File: src/rtl/rx_spart_if.sv
// Host-side register bus of the SPART receiver: read strobe decode inputs
// plus the received byte and its status flags.
interface rx_spart_if;
    logic       iorw;
    logic [1:0] ioaddr;
    logic [7:0] rx_data;
    logic       rda;
    logic       ferr;
    logic       ovr;

    modport master (
        output iorw,
        output ioaddr,
        input  rx_data,
        input  rda,
        input  ferr,
        input  ovr
    );

    modport slave (
        input  iorw,
        input  ioaddr,
        output rx_data,
        output rda,
        output ferr,
        output ovr
    );
endinterface

File: src/rtl/rx_spart.sv
// 8N1 serial receiver with oversampled bit timing, a host-visible data
// register and sticky available / framing / overrun status.

module rx_spart_chk #(
    parameter int OVERSAMPLE = 16,
    parameter int TW         = 4
) (
    input logic          clk,
    input logic          rst,
    input logic          rda,
    input logic          ovr,
    input logic          in_idle,
    input logic [TW-1:0] tick_cnt,
    input logic [2:0]    bit_cnt
);
    // Overrun can only exist alongside unread data.
    a_ovr_needs_rda: assert property (@(posedge clk) disable iff (rst) !rda |-> !ovr);

    // Tick counter never leaves its bit-period range.
    a_tick_range: assert property (@(posedge clk) disable iff (rst)
        tick_cnt <= TW'(OVERSAMPLE - 1));

    // Counters are parked at zero whenever the line is idle.
    a_idle_clear: assert property (@(posedge clk) disable iff (rst)
        in_idle |-> (tick_cnt == TW'(0) && bit_cnt == 3'd0));
endmodule

module rx_spart #(
    parameter int OVERSAMPLE = 16
) (
    input logic       clk,
    input logic       rst,
    input logic       rxd,
    input logic       brg_tick,
    rx_spart_if.slave bus
);
    localparam int            TW        = $clog2(OVERSAMPLE);
    localparam logic [TW-1:0] TICK_LAST = TW'(OVERSAMPLE - 1);
    localparam logic [TW-1:0] TICK_HALF = TW'(OVERSAMPLE / 2 - 1);

    typedef enum logic [1:0] {
        IDLE  = 2'd0,
        START = 2'd1,
        DATA  = 2'd2,
        STOP  = 2'd3
    } state_t;

    state_t        state_r;
    state_t        state_nxt_s;
    logic [TW-1:0] tick_r;
    logic [TW-1:0] tick_nxt_s;
    logic [2:0]    bit_r;
    logic [2:0]    bit_nxt_s;
    logic [7:0]    shift_r;
    logic [7:0]    shift_nxt_s;
    logic          sync_r;
    logic          rxs_r;
    logic          done_s;
    logic          rd_stb_s;
    logic [7:0]    rx_data_r;
    logic          rda_r;
    logic          ferr_r;
    logic          ovr_r;

    assign rd_stb_s    = (bus.ioaddr == 2'b00) && bus.iorw;
    assign bus.rx_data = rx_data_r;
    assign bus.rda     = rda_r;
    assign bus.ferr    = ferr_r;
    assign bus.ovr     = ovr_r;

    // Two-flop synchronizer; resets to the idle (mark) level.
    always_ff @(posedge clk) begin
        if (rst) begin
            sync_r <= 1'b1;
            rxs_r  <= 1'b1;
        end else begin
            sync_r <= rxd;
            rxs_r  <= sync_r;
        end
    end

    // Receiver state, counters and shift register.
    always_ff @(posedge clk) begin
        if (rst) begin
            state_r <= IDLE;
            tick_r  <= '0;
            bit_r   <= 3'd0;
            shift_r <= 8'h00;
        end else begin
            state_r <= state_nxt_s;
            tick_r  <= tick_nxt_s;
            bit_r   <= bit_nxt_s;
            shift_r <= shift_nxt_s;
        end
    end

    // Next-state logic; counters only move on brg_tick once a frame has begun.
    always_comb begin
        state_nxt_s = state_r;
        tick_nxt_s  = tick_r;
        bit_nxt_s   = bit_r;
        shift_nxt_s = shift_r;
        done_s      = 1'b0;
        case (state_r)
            IDLE: begin
                tick_nxt_s = '0;
                bit_nxt_s  = 3'd0;
                if (!rxs_r) begin
                    state_nxt_s = START;
                end else begin
                    state_nxt_s = IDLE;
                end
            end
            START: begin
                if (brg_tick) begin
                    if (tick_r == TICK_HALF) begin
                        // Mid start bit: a line that is high again was a glitch.
                        tick_nxt_s  = '0;
                        bit_nxt_s   = 3'd0;
                        state_nxt_s = rxs_r ? IDLE : DATA;
                    end else begin
                        tick_nxt_s = tick_r + TW'(1);
                    end
                end else begin
                    tick_nxt_s = tick_r;
                end
            end
            DATA: begin
                if (brg_tick) begin
                    if (tick_r == TICK_LAST) begin
                        tick_nxt_s  = '0;
                        shift_nxt_s = {rxs_r, shift_r[7:1]};
                        if (bit_r == 3'd7) begin
                            bit_nxt_s   = 3'd0;
                            state_nxt_s = STOP;
                        end else begin
                            bit_nxt_s = bit_r + 3'd1;
                        end
                    end else begin
                        tick_nxt_s = tick_r + TW'(1);
                    end
                end else begin
                    tick_nxt_s = tick_r;
                end
            end
            STOP: begin
                if (brg_tick) begin
                    if (tick_r == TICK_LAST) begin
                        tick_nxt_s  = '0;
                        done_s      = 1'b1;
                        state_nxt_s = IDLE;
                    end else begin
                        tick_nxt_s = tick_r + TW'(1);
                    end
                end else begin
                    tick_nxt_s = tick_r;
                end
            end
            default: begin
                state_nxt_s = IDLE;
                tick_nxt_s  = '0;
                bit_nxt_s   = 3'd0;
            end
        endcase
    end

    // Host registers; a completing frame takes priority over a read strobe.
    always_ff @(posedge clk) begin
        if (rst) begin
            rx_data_r <= 8'h00;
            rda_r     <= 1'b0;
            ferr_r    <= 1'b0;
            ovr_r     <= 1'b0;
        end else if (done_s) begin
            rx_data_r <= shift_r;
            rda_r     <= 1'b1;
            ferr_r    <= ~rxs_r;
            ovr_r     <= rda_r & ~rd_stb_s;
        end else if (rd_stb_s) begin
            rda_r <= 1'b0;
            ovr_r <= 1'b0;
        end else begin
            rda_r <= rda_r;
            ovr_r <= ovr_r;
        end
    end

    rx_spart_chk #(
        .OVERSAMPLE(OVERSAMPLE),
        .TW        (TW)
    ) u_chk (
        .clk     (clk),
        .rst     (rst),
        .rda     (rda_r),
        .ovr     (ovr_r),
        .in_idle (state_r == IDLE),
        .tick_cnt(tick_r),
        .bit_cnt (bit_r)
    );
endmodule

File: src/flat_wrapper.sv
// flat-port wrapper written by rule: the top's interface ports become plain ports
module rx_spart_flat 
#(
    parameter int OVERSAMPLE = 16
)
  (clk, rst, rxd, brg_tick, bus_iorw, bus_ioaddr, bus_rx_data, bus_rda, bus_ferr, bus_ovr);
  rx_spart_if bus_i ();
  input logic clk;
  input logic rst;
  input logic rxd;
  input logic brg_tick;
  input wire logic [$bits(bus_i.iorw)-1:0] bus_iorw;
  input wire logic [$bits(bus_i.ioaddr)-1:0] bus_ioaddr;
  output wire logic [$bits(bus_i.rx_data)-1:0] bus_rx_data;
  output wire logic [$bits(bus_i.rda)-1:0] bus_rda;
  output wire logic [$bits(bus_i.ferr)-1:0] bus_ferr;
  output wire logic [$bits(bus_i.ovr)-1:0] bus_ovr;
  assign bus_i.iorw = bus_iorw;
  assign bus_i.ioaddr = bus_ioaddr;
  assign bus_rx_data = bus_i.rx_data;
  assign bus_rda = bus_i.rda;
  assign bus_ferr = bus_i.ferr;
  assign bus_ovr = bus_i.ovr;
  rx_spart #(.OVERSAMPLE(OVERSAMPLE)) u_core (.clk(clk), .rst(rst), .rxd(rxd), .brg_tick(brg_tick), .bus(bus_i));
endmodule
File: config.mk
export PLATFORM = sky130hd
export DESIGN_NAME = rx_spart_flat
export DESIGN_NICKNAME = d
export VERILOG_FILES = /design/src/rtl/rx_spart_if.sv /design/src/rtl/rx_spart.sv /design/src/flat_wrapper.sv
export SDC_FILE = /design/constraint.sdc
export NUM_CORES = 1
export LEC_CHECK = 0
export CORE_MARGIN = 2
export CORE_UTILIZATION = 56
export DETAILED_ROUTE_END_ITERATION = 8
export PLACE_DENSITY_LB_ADDON = 0.08
export SETUP_SLACK_MARGIN = 0.15
export SYNTH_ARGS = -nofsm -noshare
export SYNTH_HDL_FRONTEND = slang
export SYNTH_SLANG_ARGS = --single-unit
File: constraint.sdc
create_clock -name clk -period 2.92 [get_ports clk]
set_input_delay 0.876 -clock clk [delete_from_list [all_inputs] [get_ports clk]]
set_output_delay 0.876 -clock clk [all_outputs]
set_load 0.01 [all_outputs]
Word-level counts from Yosys, hierarchy flattened
Cells that the tools add are included.
{ "classes": {"bitwise": 3, "n_addsub": 2, "n_eq_ne": 14, "n_mux": 27, "reduce_logical": 10} }
{ "op_table": {"columns": ["op", "n"], "rows": [
  ["2-to-1 mux 2 bit", 8],
  ["2-to-1 mux 4 bit", 4],
  ["2-to-1 mux 3 bit", 5],
  ["case mux 4 bit (3 select lines)", 1],
  ["inequality test 2 x 1 -> 1 bit (second input constant)", 5],
  ["case mux 3 bit (3 select lines)", 1],
  ["case mux 2 bit (4 select lines)", 1],
  ["2-to-1 mux 1 bit", 7],
  ["AND reduction 7 bit", 1],
  ["inequality test 2 bit (second input constant)", 3],
  ["AND reduction 5 bit", 1],
  ["adder 4 x 1 -> 4 bit (second input constant)", 1],
  ["== test 2 bit (second input constant)", 2],
  ["== test 4 x 3 -> 1 bit (second input constant)", 1],
  ["== test 4 bit (second input constant)", 1],
  ["logical NOT 2 bit", 2],
  ["adder 3 x 1 -> 3 bit (second input constant)", 1],
  ["== test 3 bit (second input constant)", 1],
  ["AND reduction 3 bit", 1],
  ["nonzero test 3 bit", 1],
  ["== test 2 x 1 -> 1 bit (second input constant)", 1],
  ["NOT 1 bit", 2],
  ["AND reduction 2 bit", 1],
  ["nonzero test 2 bit", 1],
  ["3 further kinds", 3]
]} }
{ "word_totals": {"reg_bits": 30, "input_bits": 7, "word_cells": 66, "out_inout_bits": 11} }

Logic depth before layout (Yosys ltp)
{ "depth": {"ltp_word": 5, "depth_mapped": 6, "mapped_depth_nobuf": 5} }

Worst setup path before layout
OpenSTA, ideal clock, no wires.
{ "synth_timing": {"kind": "input -> register", "start": "in brg_tick", "end": "reg u_core.ovr_r, in the netlist u_core.bus.ovr", "t_arrival_ps": 1738, "required_time_ps": 2841, "slack_ps": 1103, "setup_ps": 79, "path_stages": 5, "n_path_buf": 1, "path_cell_list": "buf_4 and4_4 nand3_2 mux2i_1 a211oi_2"} }
{ "synth_via": {"elab_chain_len": 3, "elab_cells_between_ends": 4, "cone_classes": "3 x mux; 1 x reduce/logical"} }
{ "synth_rtl": {"columns": ["element", "line", "source"], "rows": [
  ["from (decl)", "flat_wrapper.sv:11", "input logic brg_tick;"],
  ["2-to-1 mux 1 bit *", "rx_spart.sv:147", "if (brg_tick) begin"],
  ["2-to-1 mux 1 bit *", "rx_spart.sv:104", "case (state_r)"],
  ["2-to-1 mux 1 bit / nonzero test 2 bit (equally long branches)", null, null],
  ["to (signal assigned)", "rx_spart.sv:178", "ovr_r <= rda_r & ~rd_stb_s;"],
  ["to (signal assigned)", "rx_spart.sv:184", "ovr_r <= ovr_r;"],
  ["to (decl)", "rx_spart.sv:63", "logic ovr_r;"]
]} }
Every way passes the cells marked *; elsewhere a longest branch is shown, timed or not.
A chain may end at the register's enable or synchronous reset.

Worst setup path after layout
Same ends and word-level chain as after synthesis.

==> results by group <==
Power and ir drop
  • LEAKAGE: 0.5100 nW
  • Sequential Power Share: 62.3%
  • Pwr Total: 662.8 uW
  • Total power per unit cell area: 449.3 nW/um^2
  • Combinational fraction of design power: 4.2%
  • Internal cell power: 515.2 uW
  • Sw Pwr: 147.6 uW
  • Sw Ratio: 22.27%
  • Peak supply drop: 303.5 uV
  • Clock share of power: 33.5%

Clock tree
  • Clock root buffer master: sky130_fd_sc_hd__clkbuf_4
  • TritonCTS clock tree: built
  • Clock buffers created by TritonCTS: 5
  • Register clock-pin slew on the reported worst setup and hold paths: 80 ps
  • Clock latency on the worst-skew pair: 320 ps
  • H-tree lvl count: 2
  • Clock tree sinks: 30
  • Post-CTS Setup Bufs: 0
  • Number of buffers inserted for hold repair after clock tree synthesis: 0
  • Number of gates resized after CTS: 0
  • Number of buffers between clock root and the deepest sink: 2

Critical path
  • Required time of the critical path: 3170 ps
  • Slowest stage delay, CP: 640 ps
  • Largest fanout of any net on the critical path: 10
  • Worst setup slack for register-to-register paths: 1250 ps
  • Worst Reg2Reg Path Length in Cells: 5
  • Crit-path slowest cell: sky130_fd_sc_hd__clkdlybuf4s50_1
  • Ordered list of cells on the worst path: clkdlybuf4s50_1, and4_4, nand3_2, mux2i_1, a211oi_2
  • Beginning of the critical path: brg_tick
  • Critical Path End Type: register
  • Kind of launch point of the worst setup path: input port
  • Critical path capture point: u_core.bus.ovr$_SDFFE_PP0P_
  • Start-to-end type of the worst setup path: input port to register
  • Cell count along the critical path: 5
  • Kind of cell with the highest combined delay on the critical path: buffers and inverters
  • Buf/Inv on CP: 1
  • Capturing point of the worst reg2reg path: u_core.bus.ovr$_SDFFE_PP0P_
  • Worst flop-to-flop path startpoint: u_core.tick_r[0]$_SDFFE_PP0P_
  • Data arrival time of the critical path: 2440 ps

Hold path
  • Min-delay worst type: register to register

Die
  • CORE AREA: 2170 um^2
  • Initial Utilization: 58.07%
  • DIE HEIGHT: 51.44 um
  • Std cell rows: 17
  • Die area: 2646 um^2
  • X dimension of the die: 51.44 um
  • Number of I/O pins: 18

Flow run
  • Maxcap violations: 0

Yosys
  • Yosys top cell area share: 47.67%
  • Cells after Synth: 141
  • Dominant cells by area after synthesis: sky130_fd_sc_hd__dfxtp_1 (48%), sky130_fd_sc_hd__nand2_1 (11%), sky130_fd_sc_hd__a21oi_2 (9.7%), sky130_fd_sc_hd__ha_1 (3.0%), sky130_fd_sc_hd__nor2_1 (3.0%)
  • Share of synthesized area occupied by flip-flops and latches: 47.67%
  • Number of warnings issued by yosys: 0
  • Post-Synthesis Mean Instance Area: 8.936 um^2
  • Number of synthesized register bits: 30
  • Post-synth net total: 151
  • Synthesized area: 1260 um^2
  • Library cells used by synthesis: 28
  • Library cell with the largest summed area after synthesis: sky130_fd_sc_hd__dfxtp_1

Placed design
  • Placed wire-length estimate after detailed placement: 1688 um
  • DP Worst Slack: 400.2 ps
  • Port Buf Inserts: 17
  • Final GP Congestion: 0.7749
  • Instance count after placement with tap cells included: 180

Detailed routing
  • DRC marker count from the first detailed-route iteration: 14
  • Wirelength, routed: 2396 um
  • Drt first pass iters: 4
  • Via count of the routed design: 994
  • Post-DR wirelength/cell: 12.81 um
  • Vias per cell: 5.316
  • Final ANT Viol Nets: 0
  • DRC Markers: 0

GRT
  • Wire length of the first global-routing pass: 4029 um
  • Initial antenna violation count: 0
  • Number of global-route vias before repair: 917
  • GRT Resource Usage Total: 21.93%
  • Largest net degree at the start of global routing: 14
  • GRT overflow: 0

Timing
  • Total count of max-transition violations in the final report: 0
  • Rel. slew slack: 72.83%
  • Post-route clock period utilization: 75.12%
  • Finish-stage setup viols: 0
  • Final clock skew: 6.243 ps
  • Worst-margin pin slew: 407.0 ps
  • Min cycle time layout: 2193 ps
  • Achievable clock frequency: 455.9 MHz
  • Final critical-path setup slack: 726.6 ps
  • Total negative setup slack: 0 ps
  • Final Hold Vio Count: 0
  • Unrepaired setup endpoints after global routing: no

Final layout
  • Inserted Diodes: 0
  • Fraction of final layout cells sized beyond drive strength 1: 16.98%
  • Leading cell type in the layout, fill and taps excluded: sky130_fd_sc_hd__nand2_1
  • Net total in the final layout: 169
  • Non-filler instance count after layout: 187
  • Number of fill cells in the layout: 193
  • Area delta synth->final: 17.08%
  • Top library cells by usage in the layout, fill and taps aside: sky130_fd_sc_hd__nand2_1 (36), sky130_fd_sc_hd__dfxtp_1 (30), sky130_fd_sc_hd__clkdlybuf4s50_1 (17)

Run status
  • Status: complete, no violations
sequential cells by signal, indices dropped and copies added (netlist names), named ones only:
register,count
u_core.bus.rda,1
u_core.bus.ovr,1
u_core.bus.ferr,1
u_core.shift_r,8
u_core.rxs_r,1
u_core.state_r,1
u_core.tick_r,4
u_core.sync_r,1
u_core.bit_r,3
u_core.bus.rx_data,8
layout make-up:
| class | instances | area, um^2 | area share [%] |
|---|---|---|---|
| tap | 28 | 35.03 | 2.375 |
| sequential | 30 | 600.6 | 40.71 |
| clock buffer | 7 | 45.04 | 3.053 |
| multi-input combinational | 102 | 605.6 | 41.05 |
| timing repair buffer | 19 | 185.2 | 12.55 |
| inverter | 1 | 3.754 | 0.2545 |
cell usage after synthesis (all sizes together):
library cell / instances
nand2: 36
dfxtp: 30
a21oi: 21
nor2: 10
buf: 5
nand3: 4
nor3: 4
a22o: 3
clkbuf: 3
ha: 3
mux2i: 3
nand4: 3
and3: 2
nand2b: 2
or2: 2
xor2: 2
a211oi: 1
a2bb2oi: 1
and4: 1
inv: 1
nor2b: 1
o21ai: 1
o21bai: 1
or3: 1
cells by family (layout without fill, tap and decap cells):
logic type	count (synthesis)	after routing	share of synthesized area (%)
xor gates and xnor gates	2	2	1.391
and+or+nand+nor	66	66	24.03
muxes	3	3	2.383
DFF	30	30	47.67
AOI/OAI and AO/OA	28	28	17.28
buffers and inverters	9	27	4.269
adders and majority gates	3	3	2.979
per-layer routing:
layer / vias to the layer above / GRT usage, % / routed length (um)
met2: 15 / 34.83 / 1181
met3: 6 / 8.772 / 84
li1: 511 / - / -
met4: 0 / 13.60 / 48
met1: 462 / 24.30 / 1080
met5: - / 0 / 0
worst min path at each step:
stage	startpoint	depth (start not counted)	slack (ps)	end
after CTS	u_core.sync_r$_SDFF_PP1_	1	420	u_core.rxs_r$_SDFF_PP1_
after detailed placement	u_core.sync_r$_SDFF_PP1_	1	400	u_core.rxs_r$_SDFF_PP1_
after floorplan	u_core.sync_r$_SDFF_PP1_	1	390	u_core.rxs_r$_SDFF_PP1_
after global placement	u_core.sync_r$_SDFF_PP1_	1	390	u_core.rxs_r$_SDFF_PP1_
final	u_core.sync_r$_SDFF_PP1_	1	410	u_core.rxs_r$_SDFF_PP1_
after global routing	u_core.sync_r$_SDFF_PP1_	1	430	u_core.rxs_r$_SDFF_PP1_
through the flow:
stage               hold slack (ps)  utilization, %  instance area, um^2
floorplan                     389.5               -                 1260
global placement              394.3           65.92                 1430
detailed placement            397.4           65.92                 1430
CTS                           417.9           67.99                 1475
global route                  429.8           67.99                 1475
finish                        413.2           67.99                 1475
power groups by stage:
stage / Combinational (mW) / Sequential (mW) / Clock [mW]
4_1_cts: 0.0279 / 0.413 / 0.230
3_3_place_gp: 0.0273 / 0.423 / 0
3_5_place_dp: 0.0278 / 0.423 / 0
5_1_grt: 0.0307 / 0.414 / 0.248
6_report: 0.0278 / 0.413 / 0.222
2_1_floorplan: 0.0166 / 0.422 / 0
Power figures use the tool's default switching activity.
